--- config.mk ---
export PLATFORM = sky130hd
export DESIGN_NAME = crc_serial_gen
export DESIGN_NICKNAME = d
export VERILOG_FILES = /design/src/rtl/crc_serial_gen.sv
export SDC_FILE = /design/constraint.sdc
export NUM_CORES = 1
export LEC_CHECK = 0
export BUFFER_PORTS_ARGS = -buffer_cell sky130_fd_sc_hd__clkbuf_2
export CORE_ASPECT_RATIO = 1.2
export CORE_UTILIZATION = 48
export CTS_CLUSTER_SIZE = 10
export DETAILED_ROUTE_END_ITERATION = 6
export PLACE_DENSITY = 0.74
export SLEW_MARGIN = 20
export SYNTH_ARGS = -nofsm -noshare
export SYNTH_HDL_FRONTEND = slang
export SYNTH_SLANG_ARGS = --single-unit
--- constraint.sdc ---
create_clock -name clk -period 3.3 [get_ports clk]
set_input_delay 0.66 -clock clk [delete_from_list [all_inputs] [get_ports clk]]
set_output_delay 0.66 -clock clk [all_outputs]
set_load 0.02 [all_outputs]
--- src/rtl/crc_serial_gen.sv ---
// Bit-serial CRC generator: absorbs a framed serial message through a Galois
// shift register, then streams the CRC out LSB first with no gap cycle.
module crc_serial_gen #(
   parameter int unsigned      CRC_W     = 8,
   parameter logic [CRC_W-1:0] TAPS      = 8'h44,
   parameter logic [CRC_W-1:0] SEED      = 8'hD8,
   parameter logic [CRC_W-1:0] FINAL_XOR = 8'h00
) (
   input  logic clk,
   input  logic RST,
   input  logic DATA,
   input  logic Active,
   output logic CRC,
   output logic Valid,
   output logic Busy
);

   localparam int unsigned      CNT_W    = $clog2(CRC_W);
   // Top bit forced to 1 so the feedback bit lands in r[CRC_W-1]; TAPS[CRC_W-1] is ignored.
   localparam logic [CRC_W-1:0] FB_MASK  = {1'b1, TAPS[CRC_W-2:0]};
   localparam logic [CNT_W-1:0] LAST_BIT = CNT_W'(CRC_W - 32'd1);
   localparam logic [CNT_W-1:0] CNT_ONE  = CNT_W'(1'b1);

   typedef enum logic [1:0] {
      IDLE = 2'd0,
      CALC = 2'd1,
      OUT  = 2'd2
   } state_t;

   state_t             state_r;
   state_t             state_nxt_s;
   logic [CRC_W-1:0]   lfsr_r;
   logic [CRC_W-1:0]   lfsr_nxt_s;
   logic [CRC_W-1:0]   lfsr_shift_s;
   logic [CNT_W-1:0]   cnt_r;
   logic [CNT_W-1:0]   cnt_nxt_s;
   logic [CNT_W-1:0]   cnt_inc_s;
   logic               crc_bit_r;
   logic               crc_bit_nxt_s;
   logic               valid_r;
   logic               valid_nxt_s;
   logic               busy_r;
   logic               busy_nxt_s;

   function automatic logic [CRC_W-1:0] absorb(input logic [CRC_W-1:0] cur,
                                               input logic             bit_in);
      logic fb;
      fb = bit_in ^ cur[0];
      return {1'b0, cur[CRC_W-1:1]} ^ (FB_MASK & {CRC_W{fb}});
   endfunction

   assign lfsr_shift_s = {1'b0, lfsr_r[CRC_W-1:1]};
   assign cnt_inc_s    = cnt_r + CNT_ONE;

   // State register
   always_ff @(posedge clk) begin
      if (RST) begin
         state_r <= IDLE;
      end else begin
         state_r <= state_nxt_s;
      end
   end

   // Next-state decode; an Active sample on the last OUT edge chains a new frame
   always_comb begin
      state_nxt_s = state_r;
      case (state_r)
         IDLE: begin
            if (Active) state_nxt_s = CALC;
            else        state_nxt_s = IDLE;
         end
         CALC: begin
            if (Active) state_nxt_s = CALC;
            else        state_nxt_s = OUT;
         end
         OUT: begin
            if (cnt_r == LAST_BIT) begin
               if (Active) state_nxt_s = CALC;
               else        state_nxt_s = IDLE;
            end else begin
               state_nxt_s = OUT;
            end
         end
         default: state_nxt_s = IDLE;
      endcase
   end

   // Datapath and output next values; the CRC bit is pre-computed one edge early
   always_comb begin
      lfsr_nxt_s    = lfsr_r;
      cnt_nxt_s     = cnt_r;
      crc_bit_nxt_s = 1'b0;
      case (state_r)
         IDLE: begin
            if (Active) lfsr_nxt_s = absorb(SEED, DATA);
            else        lfsr_nxt_s = lfsr_r;
         end
         CALC: begin
            if (Active) begin
               lfsr_nxt_s = absorb(lfsr_r, DATA);
            end else begin
               cnt_nxt_s     = {CNT_W{1'b0}};
               crc_bit_nxt_s = lfsr_r[0] ^ FINAL_XOR[0];
            end
         end
         OUT: begin
            if (cnt_r == LAST_BIT) begin
               cnt_nxt_s = {CNT_W{1'b0}};
               if (Active) lfsr_nxt_s = absorb(SEED, DATA);
               else        lfsr_nxt_s = lfsr_shift_s;
            end else begin
               lfsr_nxt_s    = lfsr_shift_s;
               cnt_nxt_s     = cnt_inc_s;
               crc_bit_nxt_s = lfsr_r[1] ^ FINAL_XOR[cnt_inc_s];
            end
         end
         default: begin
            lfsr_nxt_s = SEED;
            cnt_nxt_s  = {CNT_W{1'b0}};
         end
      endcase
      valid_nxt_s = (state_nxt_s == OUT);
      busy_nxt_s  = (state_nxt_s != IDLE);
   end

   // Datapath and registered outputs; reset overrides Active on the same edge
   always_ff @(posedge clk) begin
      if (RST) begin
         lfsr_r    <= SEED;
         cnt_r     <= {CNT_W{1'b0}};
         crc_bit_r <= 1'b0;
         valid_r   <= 1'b0;
         busy_r    <= 1'b0;
      end else begin
         lfsr_r    <= lfsr_nxt_s;
         cnt_r     <= cnt_nxt_s;
         crc_bit_r <= crc_bit_nxt_s;
         valid_r   <= valid_nxt_s;
         busy_r    <= busy_nxt_s;
      end
   end

   assign CRC   = crc_bit_r;
   assign Valid = valid_r;
   assign Busy  = busy_r;

endmodule

==> results by group, run 1 <==
Status
  – Outcome: completed

Route
  – Wire per inst: 13.6 µm
  – Total via count after detailed routing: 749
  – Number of search-and-repair iterations in the first detailed-routing pass: 4
  – Initial DRC Count: 30
  – Met3 WL: 120 µm
  – Via-per-instance ratio: 6.04
  – Sum of routed wire length over all layers: 1.68 mm
  – Number of nets still failing antenna checks after routing: 0
  – Highest routing layer actually used: met4
  – Drt drc: 0
  – Met2 wire length: 762 µm
  – Met1 layer wirelength in the final routing: 751 µm

Yosys
  – Prevailing post-synth register cell: dfxtp_1
  – Post-Syn Area per Cell: 8.43 µm²
  – Synthesized area: 868 µm²
  – Cell taking the most area after synthesis: dfxtp_1
  – Synthesized instance count: 103
  – Number of storage elements in the synthesis netlist: 16
  – Asr flop ratio synth: 0%
  – Fraction of post-synthesis cell area in the top cell type by area: 36.9%
  – Number of enable flip-flop cells after synthesis: 0
  – Synth warnings: 0
  – Fraction of the yosys area taken by sequential cells: 36.9%
  – Largest cells by area after synthesis: dfxtp_1 (37%), a21oi_1 (8.6%), ha_1 (8.6%)
  – Post-synthesis net count: 113
  – Number of distinct library cells after synthesis: 33

Global route
  – Total congestion overflow after global routing: 0
  – Wire length of the first global-routing pass: 2.85 mm
  – Initial antenna violation count: 0
  – Number of global-route vias before repair: 673
  – Total routing resource utilization after global routing: 20.8%
  – Maximum number of pins on one net before global-route repair: 20

Place
  – Number of buffer cells added on primary ports: 6
  – Post-detail-place hpwl: 1.16 mm
  – Final Wtd Congestion: 0.892

Critical path
  – CP Launch Type: flip-flop
  – Crit. Startpoint: state_r[1]
  – Worst EP required: 3510 ps
  – Reg-to-reg startpoint: state_r[1]
  – Crit Path Class: reg -> reg
  – Maximum fanout encountered on the critical timing path: 19
  – Crit. End Element: flip-flop
  – Worst reg-to-reg path cell count: 5
  – Endpoint arrival time on the critical path: 2050 ps

Clock tree
  – Maximum buffer depth of the clock tree: 2
  – TritonCTS Sinks: 16
  – Post-cts sizing count: 0
  – Cts bufs inserted: 3
  – Hold-fix buffer count after cts: 0
  – Clock tree from TritonCTS: done
  – Setup bufs post-CTS: 0
  – Htree depth: 1
  – Worst-Skew Late Latency: 300 ps
  – Clk root buf: clkbuf_4
  – Clock transition at the registers of the reported paths: 100 ps

Layout
  – Most used cells in the layout excluding fill and tap cells: dfxtp_1 (16), a21oi_1 (15), nand2_1 (8), o21ai_0 (8)
  – Number of diodes: 0
  – Combined flip-flop and latch cell area: 320 µm²
  – Synth-to-Final Area Change: 5.19%
  – Number of nets in the final layout: 117
  – Most common library cell in the layout ignoring fill and taps: dfxtp_1
  – Area used by multi-input combinational logic: 493 µm²
  – Number of inserted filler cells in the final layout: 167
  – Share of final-layout standard cells stronger than drive strength 1: 12.3%

Floorplanning
  – I/O pins: 7
  – Rows: 16
  – CORE AREA: 1660 µm²
  – Die extent in y: 48.6 µm
  – Initial Utilization: 52.3%
  – Die Wd: 40.8 µm
  – Die Area: 1980 µm²

Timing
  – Final number of setup-violating endpoints: 0
  – Setup repair after global routing missed its margin: false
  – Worst Hold Slack: 462 ps
  – Worst slew margin: 60.8%
  – Clk_skew: 13.6 ps
  – Post-route setup TNS: 0 ps
  – Count of endpoints failing hold in the final timing report: 0
  – Period utilization: 55.9%
  – Achievable frequency: 0.542 GHz
  – Number of pins with negative max-slew slack in the final report: 0
  – Time the final worst path needs with I/O delays and setup: 1850 ps
  – Slew at the pin with the worst max-slew slack: 588 ps

Power and ir drop
  – LEAKAGE: 0.358 nW
  – Power density over cell area: 455 nW/µm²
  – Max rail drop VDD: 276 µV

Hold path
  – Number of instances on the worst hold path: 2
  – Launch point of the worst hold path: cnt_r[1]
  – Type of the tightest min-delay check: reg -> reg

Flow run
  – Max-cap violations: 0
## worst paths after layout
check	end	slack, ps
min	cnt_r[1]	460
max reg2reg	lfsr_r[6]	1450
max	lfsr_r[6]	1450
min reg2reg	cnt_r[1]	460
## through the flow
stage	worst slack, ps	instance area (µm²)	utilization, %	cells	total power, mW
2_1_floorplan	1640	868	-	103	0.272
3_5_place_dp	1440	877	52.8	120	0.285
6_report	1450	913	55.0	124	0.415
5_1_grt	1320	913	55.0	124	0.435
4_1_cts	1440	913	55.0	124	0.417
3_3_place_gp	1490	877	52.8	120	0.283
## logic make-up after synthesis
family	after synthesis	share of synthesized area [%]
buf+inv	10	6.34
compound gates	36	25.8
fa+ha+maj	6	8.65
flops	16	36.9
xor+xnor	3	3.03
simple gates	32	19.3
## cell type report
| type | instances | share of cell area (%) |
|---|---|---|
| Tap cell | 18 | 2.47 |
| Multi-Input combinational cell | 77 | 54.0 |
| Inverter | 3 | 1.23 |
| Sequential cell | 16 | 35.1 |
| Timing Repair Buffer | 6 | 3.29 |
| Clock buffer | 4 | 3.97 |
## worst max-delay path, stage by stage (launching register included)
cell and delay, ps:
dfxtp_1 360, inv_1 70, ha_1 380, o21ba_4 330, or4_1 460, o32a_1 160
## synthesized netlist by cell type (all sizes together), types with 2 or more instances
| master | count |
|---|---|
| nand2b | 2 |
| xnor2 | 2 |
| a211oi | 3 |
| o21ai | 8 |
| buf | 4 |
| a21oi | 15 |
| nand3 | 2 |
| nand2 | 8 |
| nor2b | 3 |
| dfxtp | 16 |
| ha | 6 |
| clkbuf | 3 |
| a31oi | 2 |
| or2 | 2 |
| nor2 | 6 |
| nor3 | 3 |
| inv | 3 |
## metal layers
metal	GRT usage (%)	vias up
met3	5.50	5
met4	12.8	0
met1	29.3	346
met5	0	-
li1	-	373
met2	27.1	25
## power by group
part           switching, mW  leakage (nW)  internal, mW
clock                 0.0666        0.0210        0.0674
combinational         0.0420         0.205        0.0287
sequential           0.00639         0.131         0.204
total                  0.115         0.358         0.300
## state kept, by name, summed over array words and instances (netlist names)
signal and count:
cnt_r 3, CRC 1, Valid 1, Busy 1, lfsr_r 8, state_r 2
(Power assumes the default switching activity.)
==> run 2, diff against run 1 <==
Clock period 3.3 ns to 1.9 ns, I/O delays scaled along.
==> run 2 against run 1 <==
Net effect: setup slack got worse by 1300 ps; core utilization increased by 2.6 points; non-clock buffer count increased by 5; routed wire length increased by 11%; clock-buffer cell count unchanged; cell count increased by 4.0%; combinational power increased by 96%; critical endpoint unchanged; total power increased by 79%; critical path depth increased by 1.
==> results by group, run 2 (synthesis gave the netlist of run 1 again) <==
Place
  – Post-detail-place hpwl: 1.23 mm (+6.4%)
  – Post-placement worst setup slack: 108 ps (-1340 ps)
  – Post-placement cell count: 125 (+4.2%)
  – Number of buffer cells added on primary ports: 6 (unchanged)
  – Instance area at placement: 915 µm² (+4.3%)
  – Final Wtd Congestion: 0.905 (+1.5%)

Clock tree
  – Clock tree from TritonCTS: done
  – TritonCTS Sinks: 16 (unchanged)
  – Htree depth: 1 (unchanged)
  – Clk root buf: clkbuf_4
  – Clock transition at the registers of the reported paths: 100 ps (about the same)
  – Cts bufs inserted: 3 (unchanged)
  – Maximum buffer depth of the clock tree: 2 (unchanged)
  – Setup bufs post-CTS: 0 (unchanged)
  – Worst-Skew Late Latency: 300 ps (about the same)

Layout
  – Final design instance area without fill: 957 µm² (+4.8%)
  – Share of final-layout standard cells stronger than drive strength 1: 17.1% (+4.9 points)
  – Reg with most FFs: lfsr_r
  – Registers with the most flip-flops: lfsr_r x8, cnt_r x3, state_r x2
  – Number of inserted filler cells in the final layout: 153 (-8.4%)
  – Most used cells in the layout excluding fill and tap cells: dfxtp_1 (16), a21oi_1 (15), nand2_1 (8), o21ai_0 (8)
  – Number of nets in the final layout: 122 (+4.3%)
  – Combined flip-flop and latch cell area: 320 µm² (unchanged)
  – Synth-to-Final Area Change: 10.2%
  – Flip-flop count of the largest register, all copies and words added: 8 (unchanged)
  – Area used by multi-input combinational logic: 499 µm² (+1.3%)
  – Most common library cell in the layout ignoring fill and taps: dfxtp_1
  – Non-filler cells, final: 129 (+4.0%)
  – Number of diodes: 0 (unchanged)
  – Layout Utilization: 57.6% (+2.6 points)

Power and ir drop
  – Comb power frac: 18.7% (+1.7 points)
  – Max rail drop VDD: 460 µV (+67%)
  – Share of total power in the clock network: 32.0% (-0.3 points)
  – Sw Pwr: 211 µW (+84%)
  – Power density over cell area: 776 nW/µm² (+71%)
  – Share of power burned in registers: 49.3% (-1.4 points)
  – Switching power share of the total: 28.4% (+0.74 points)
  – LEAKAGE: 0.383 nW (+7.0%)
  – Power Total: 742 µW (+79%)
  – Internal power summed over all cells: 531 µW (+77%)

Timing
  – Final number of setup-violating endpoints: 0 (unchanged)
  – Worst Hold Slack: 432 ps (-30.8 ps)
  – Clk_skew: 2.06 ps (-11.6 ps)
  – Worst slew margin: 65.8% (+5.0 points)
  – Achievable frequency: 0.563 GHz (+4.0%)
  – Time the final worst path needs with I/O delays and setup: 1780 ps (-71.0 ps)
  – Post-route setup TNS: 0 ps (unchanged)
  – Number of pins with negative max-slew slack in the final report: 0 (unchanged)
  – Min setup slack post-route: 125 ps (-1330 ps)
  – Slew at the pin with the worst max-slew slack: 509 ps (-78.9 ps)
  – Period utilization: 93.4% (+37 points)
  – Setup repair after global routing missed its margin: false
  – Count of endpoints failing hold in the final timing report: 0 (unchanged)

Floorplanning
  – I/O pins: 7 (unchanged)
  – Die extent in y: 48.6 µm (unchanged)
  – CORE AREA: 1660 µm² (unchanged)
  – Initial Utilization: 52.3% (unchanged)
  – Rows: 16 (unchanged)
  – Die Wd: 40.8 µm (unchanged)
  – Die Area: 1980 µm² (unchanged)

Global route
  – Total routing resource utilization after global routing: 22.8% (+2.1 points)
  – Number of global-route vias before repair: 727 (+8.0%)
  – Total congestion overflow after global routing: 0 (unchanged)
  – Initial antenna violation count: 0 (unchanged)
  – Maximum number of pins on one net before global-route repair: 19 (-5.0%)
  – Wire length of the first global-routing pass: 3.11 mm (+9.0%)

Status
  – Outcome: completed

Critical path
  – Cells traversed along the worst timing path: ha_1 -> ha_1 -> a31oi_2 -> nor2_1 -> or4_1 -> o32a_1
  – Maximum fanout encountered on the critical timing path: 5 (-14)
  – Worst path max stage delay: 390 ps (-70 ps)
  – Endpoint arrival time on the critical path: 1970 ps (-80 ps)
  – Crit. End Element: flip-flop
  – Critical-path cell with the highest stage delay: or4_1
  – CP Launch Type: flip-flop
  – Crit Path Class: reg -> reg
  – Worst path most repeated cell: ha_1
  – Worst EP required: 2100 ps (-1410 ps)

Route
  – Met3 WL: 65 µm (-46%)
  – Number of nets still failing antenna checks after routing: 0 (unchanged)
  – Met2 wire length: 878 µm (+15%)
  – Total via count after detailed routing: 755 (+0.80%)
  – Met1 layer wirelength in the final routing: 828 µm (+10%)
  – Number of search-and-repair iterations in the first detailed-routing pass: 4 (unchanged)
  – Initial DRC Count: 28 (-6.7%)
  – Via-per-instance ratio: 5.85 (-3.1%)
  – Sum of routed wire length over all layers: 1.87 mm (+11%)
  – Wire per inst: 14.5 µm (+6.6%)
  – Highest routing layer actually used: met4
  – Drt drc: 0 (unchanged)

Flow run
  – Max-cap violations: 0 (unchanged)

Hold path
  – Type of the tightest min-delay check: in -> reg
run 2: changes by cell type in the layout (fill, tap and decap cells not counted):
cell     previous run  this run
a31oi_1             2         1
buf_4               0         5
a31oi_2             0         1
run 2: worst paths after layout:
path / from / to / slack [ps] / cells after the start
setup / recovery: cnt_r[0] / lfsr_r[6] / 120 / 6
hold / removal: RST / lfsr_r[6] / 430 / 3
setup reg to reg: cnt_r[0] / lfsr_r[6] / 120 / 6
hold reg to reg: cnt_r[2] / cnt_r[2] / 470 / 2
run 2: area by class of cell:
| class | count | share of cell area (%) |
|---|---|---|
| inverters | 3 | 1.18 |
| flip-flops and latches | 16 | 33.5 |
| repair buffers | 11 | 7.06 |
| well taps | 18 | 2.35 |
| clock buffers | 4 | 3.79 |
| multi-input cells | 77 | 52.2 |
run 2: worst max-delay path: cells and delay by family, from the launching register on:
family	cells	cell delay, ps
adders and majority gates	2	450
DFF	1	330
AOI/OAI and AO/OA	2	410
and+or+nand+nor	2	460
run 2: power by group through the flow:
| stage | combinational (mW) | sequential, mW | clock [mW] |
|---|---|---|---|
| 5_1_grt | 0.155 | 0.369 | 0.258 |
| 2_1_floorplan | 0.0977 | 0.375 | 0 |
| 6_report | 0.139 | 0.366 | 0.238 |
| 4_1_cts | 0.135 | 0.366 | 0.240 |
| 3_5_place_dp | 0.133 | 0.373 | 0 |
| 3_3_place_gp | 0.131 | 0.373 | 0 |
run 2: routing by layer:
metal  vias up  track usage [%]
met5         -                0
met4         0             15.6
met3        11             5.50
met2        21             31.5
met1       339             29.9
li1        384                -
run 2: repair_timing:
item / in CTS / in global routing
endpoints found under the setup margin: 0 / 1
resized for setup: 0 / 1
hold endpoints to repair: 0 / 0
hold buffers: 0 / 0
==> run 3, diff against run 2 <==
Settings changed: GPL_TIMING_DRIVEN from default to 0.
==> run 3 against run 2 <==
Net effect: die area stayed put; largest cell class unchanged; setup slack worse by 9.3 ps; clock power decreased by 26%.
==> results by group, run 3 (synthesis gave the netlist of run 1 again) <==
Status
  – Outcome: completed

Global route
  – Wire length of the first global-routing pass: 2.97 mm (-4.3%)
  – Number of global-route vias before repair: 708 (-2.6%)
  – Initial antenna violation count: 0 (unchanged)
  – Total routing resource utilization after global routing: 20.6% (-2.2 points)
  – Maximum number of pins on one net before global-route repair: 11 (-8)
  – Total congestion overflow after global routing: 0 (unchanged)

Layout
  – Number of diodes: 0 (unchanged)
  – Registers with the most flip-flops: lfsr_r x8, cnt_r x3, state_r x2
  – Most used cells in the layout excluding fill and tap cells: dfxtp_1 (15), a21oi_1 (15), nand2_1 (8), o21ai_0 (8)
  – Synth-to-Final Area Change: 9.80%
  – Reg with most FFs: lfsr_r
  – Final design instance area without fill: 953 µm² (-0.39%)
  – Layout Utilization: 57.4% (-0.23 points)
  – Share of final-layout standard cells stronger than drive strength 1: 17.0% (-0.15 points)
  – Flip-flop count of the largest register, all copies and words added: 8 (unchanged)
  – Number of inserted filler cells in the final layout: 164 (+7.2%)
  – Number of nets in the final layout: 124 (+1.6%)

Critical path
  – Worst R2R End: lfsr_r[6]
  – Cells traversed along the worst timing path: inv_1 -> ha_1 -> buf_2 -> o21ba_4 -> or4_1 -> o32a_1
  – Crit. Startpoint: state_r[1]
  – Crit. End Element: flip-flop
  – Register-to-register setup slack: 120 ps (about the same)
  – Worst path max stage delay: 470 ps (+80 ps)
  – Endpoint arrival time on the critical path: 1960 ps (about the same)
  – Critical-path cell with the highest stage delay: or4_1
  – Maximum fanout encountered on the critical timing path: 10 (+5)
  – CP Launch Type: flip-flop
  – Worst EP required: 2080 ps (-20 ps)
  – Reg-to-reg startpoint: state_r[1]
  – Capture point of the worst path: lfsr_r[6]
  – Crit Path Class: reg -> reg
  – Worst reg-to-reg path cell count: 6 (unchanged)

Power and ir drop
  – LEAKAGE: 0.374 nW (-2.2%)
  – Power density over cell area: 710 nW/µm² (-8.4%)
  – Max rail drop VDD: 525 µV (+14%)
  – Power Total: 677 µW (-8.8%)

Route
  – Number of search-and-repair iterations in the first detailed-routing pass: 4 (unchanged)
  – Met2 wire length: 875 µm (-0.34%)
  – Wire per inst: 13.6 µm (-5.9%)
  – Total via count after detailed routing: 751 (-0.53%)
  – Via-per-instance ratio: 5.78 (-1.3%)
  – Sum of routed wire length over all layers: 1.77 mm (-5.2%)
  – Met3 WL: 36 µm (-45%)
  – Drt drc: 0 (unchanged)
  – Initial DRC Count: 16 (-43%)
  – Met1 layer wirelength in the final routing: 834 µm (+0.72%)
  – Number of nets still failing antenna checks after routing: 0 (unchanged)
  – Highest routing layer actually used: met4

Flow run
  – Max-cap violations: 0 (unchanged)

Floorplanning
  – Rows: 16 (unchanged)
  – Die extent in y: 48.6 µm (unchanged)
  – Initial Utilization: 52.3% (unchanged)
  – Die Wd: 40.8 µm (unchanged)
  – I/O pins: 7 (unchanged)
  – CORE AREA: 1660 µm² (unchanged)
  – Die Area: 1980 µm² (unchanged)

Clock tree
  – Setup bufs post-CTS: 0 (unchanged)
  – Hold-fix buffer count after cts: 0 (unchanged)
  – Htree depth: 1 (unchanged)
  – Maximum buffer depth of the clock tree: 2 (unchanged)
  – Worst-Skew Late Latency: 280 ps (-20 ps)
  – Clock transition at the registers of the reported paths: 90 ps (about the same)
  – TritonCTS Sinks: 16 (unchanged)
  – Clk root buf: clkbuf_4
  – Clock tree from TritonCTS: done
  – Cts bufs inserted: 3 (unchanged)

Place
  – Number of buffer cells added on primary ports: 6 (unchanged)
  – Post-detail-place hpwl: 1.24 mm (+0.67%)
  – Final Wtd Congestion: 0.803 (-11%)
  – Instance area at placement: 921 µm² (+0.68%)

Timing
  – Slew at the pin with the worst max-slew slack: 431 ps (-78.2 ps)
  – Period utilization: 93.9% (+0.49 points)
  – Count of endpoints failing hold in the final timing report: 0 (unchanged)
  – Clk_skew: 2.59 ps (+0.521 ps)
  – Final number of setup-violating endpoints: 0 (unchanged)
  – Worst slew margin: 71.3% (+5.5 points)
  – Time the final worst path needs with I/O delays and setup: 1780 ps (+9.35 ps)
  – Achievable frequency: 0.560 GHz (-0.52%)
  – Number of pins with negative max-slew slack in the final report: 0 (unchanged)

Hold path
  – Type of the tightest min-delay check: in -> reg
-- run 3: cell count changes in the layout (fill, tap and decap cells not counted), sizes merged --
cell / previous run / this run
buf: 5 / 4
clkbuf: 10 / 12
-- run 3: power by group --
group / total, mW / switching [mW] / internal (mW)
Clock: 0.176 / 0.102 / 0.0735
Combinational: 0.136 / 0.0791 / 0.0567
Sequential: 0.366 / 0.0110 / 0.355
-- run 3: per-layer routing --
metal | up-vias | global-route usage (%)
met1 | 355 | 27.0
li1 | 384 | -
met2 | 8 | 34.1
met5 | - | 0
met3 | 4 | 3.21
met4 | 0 | 3.89
-- run 3: area by class of cell --
type / instances / area, µm² / share of cell area [%]
clock buffer: 3 / 22.5 / 2.36
inverter: 3 / 11.3 / 1.18
multi-input combinational: 77 / 502 / 52.6
timing repair buffer: 6 / 30.0 / 3.15
buffer: 7 / 43.8 / 4.59
tap: 18 / 22.5 / 2.36
sequential: 16 / 322 / 33.7
-- run 3: how the worst min path moves through the flow --
stage                    from         end  slack, ps  depth (start not counted)
global placement     cnt_r[1]    cnt_r[1]        450                          2
global route              RST  state_r[0]        390                          2
detailed placement  lfsr_r[5]   lfsr_r[5]        450                          2
finish                    RST  state_r[0]        380                          2
floorplan           lfsr_r[5]   lfsr_r[5]        430                          2
CTS                       RST   lfsr_r[2]        380                          2
-- run 3: metrics by stage --
stage	TNS [ps]	instances	hold WS (ps)	worst slack (ps)
finish	0	130	384	116
global route	-3.14	130	391	-3.14
CTS	0	130	379	103
detailed placement	0	127	450	117
global placement	0	127	445	115
floorplan	0	103	433	237
-- run 3: timing repair --
action                                  4_1_cts  5_1_grt
endpoints found under the setup margin        0        2
hold endpoints to repair                      0        0
gates resized for setup                       0        3
-- run 3: worst max-delay path: cells and delay by family (launching register included) --
kind | cells | cell delay (ps)
AOI/OAI and AO/OA | 2 | 410
adders and majority gates | 1 | 170
buffers and inverters | 2 | 250
DFF | 1 | 370
and+or+nand+nor | 1 | 470
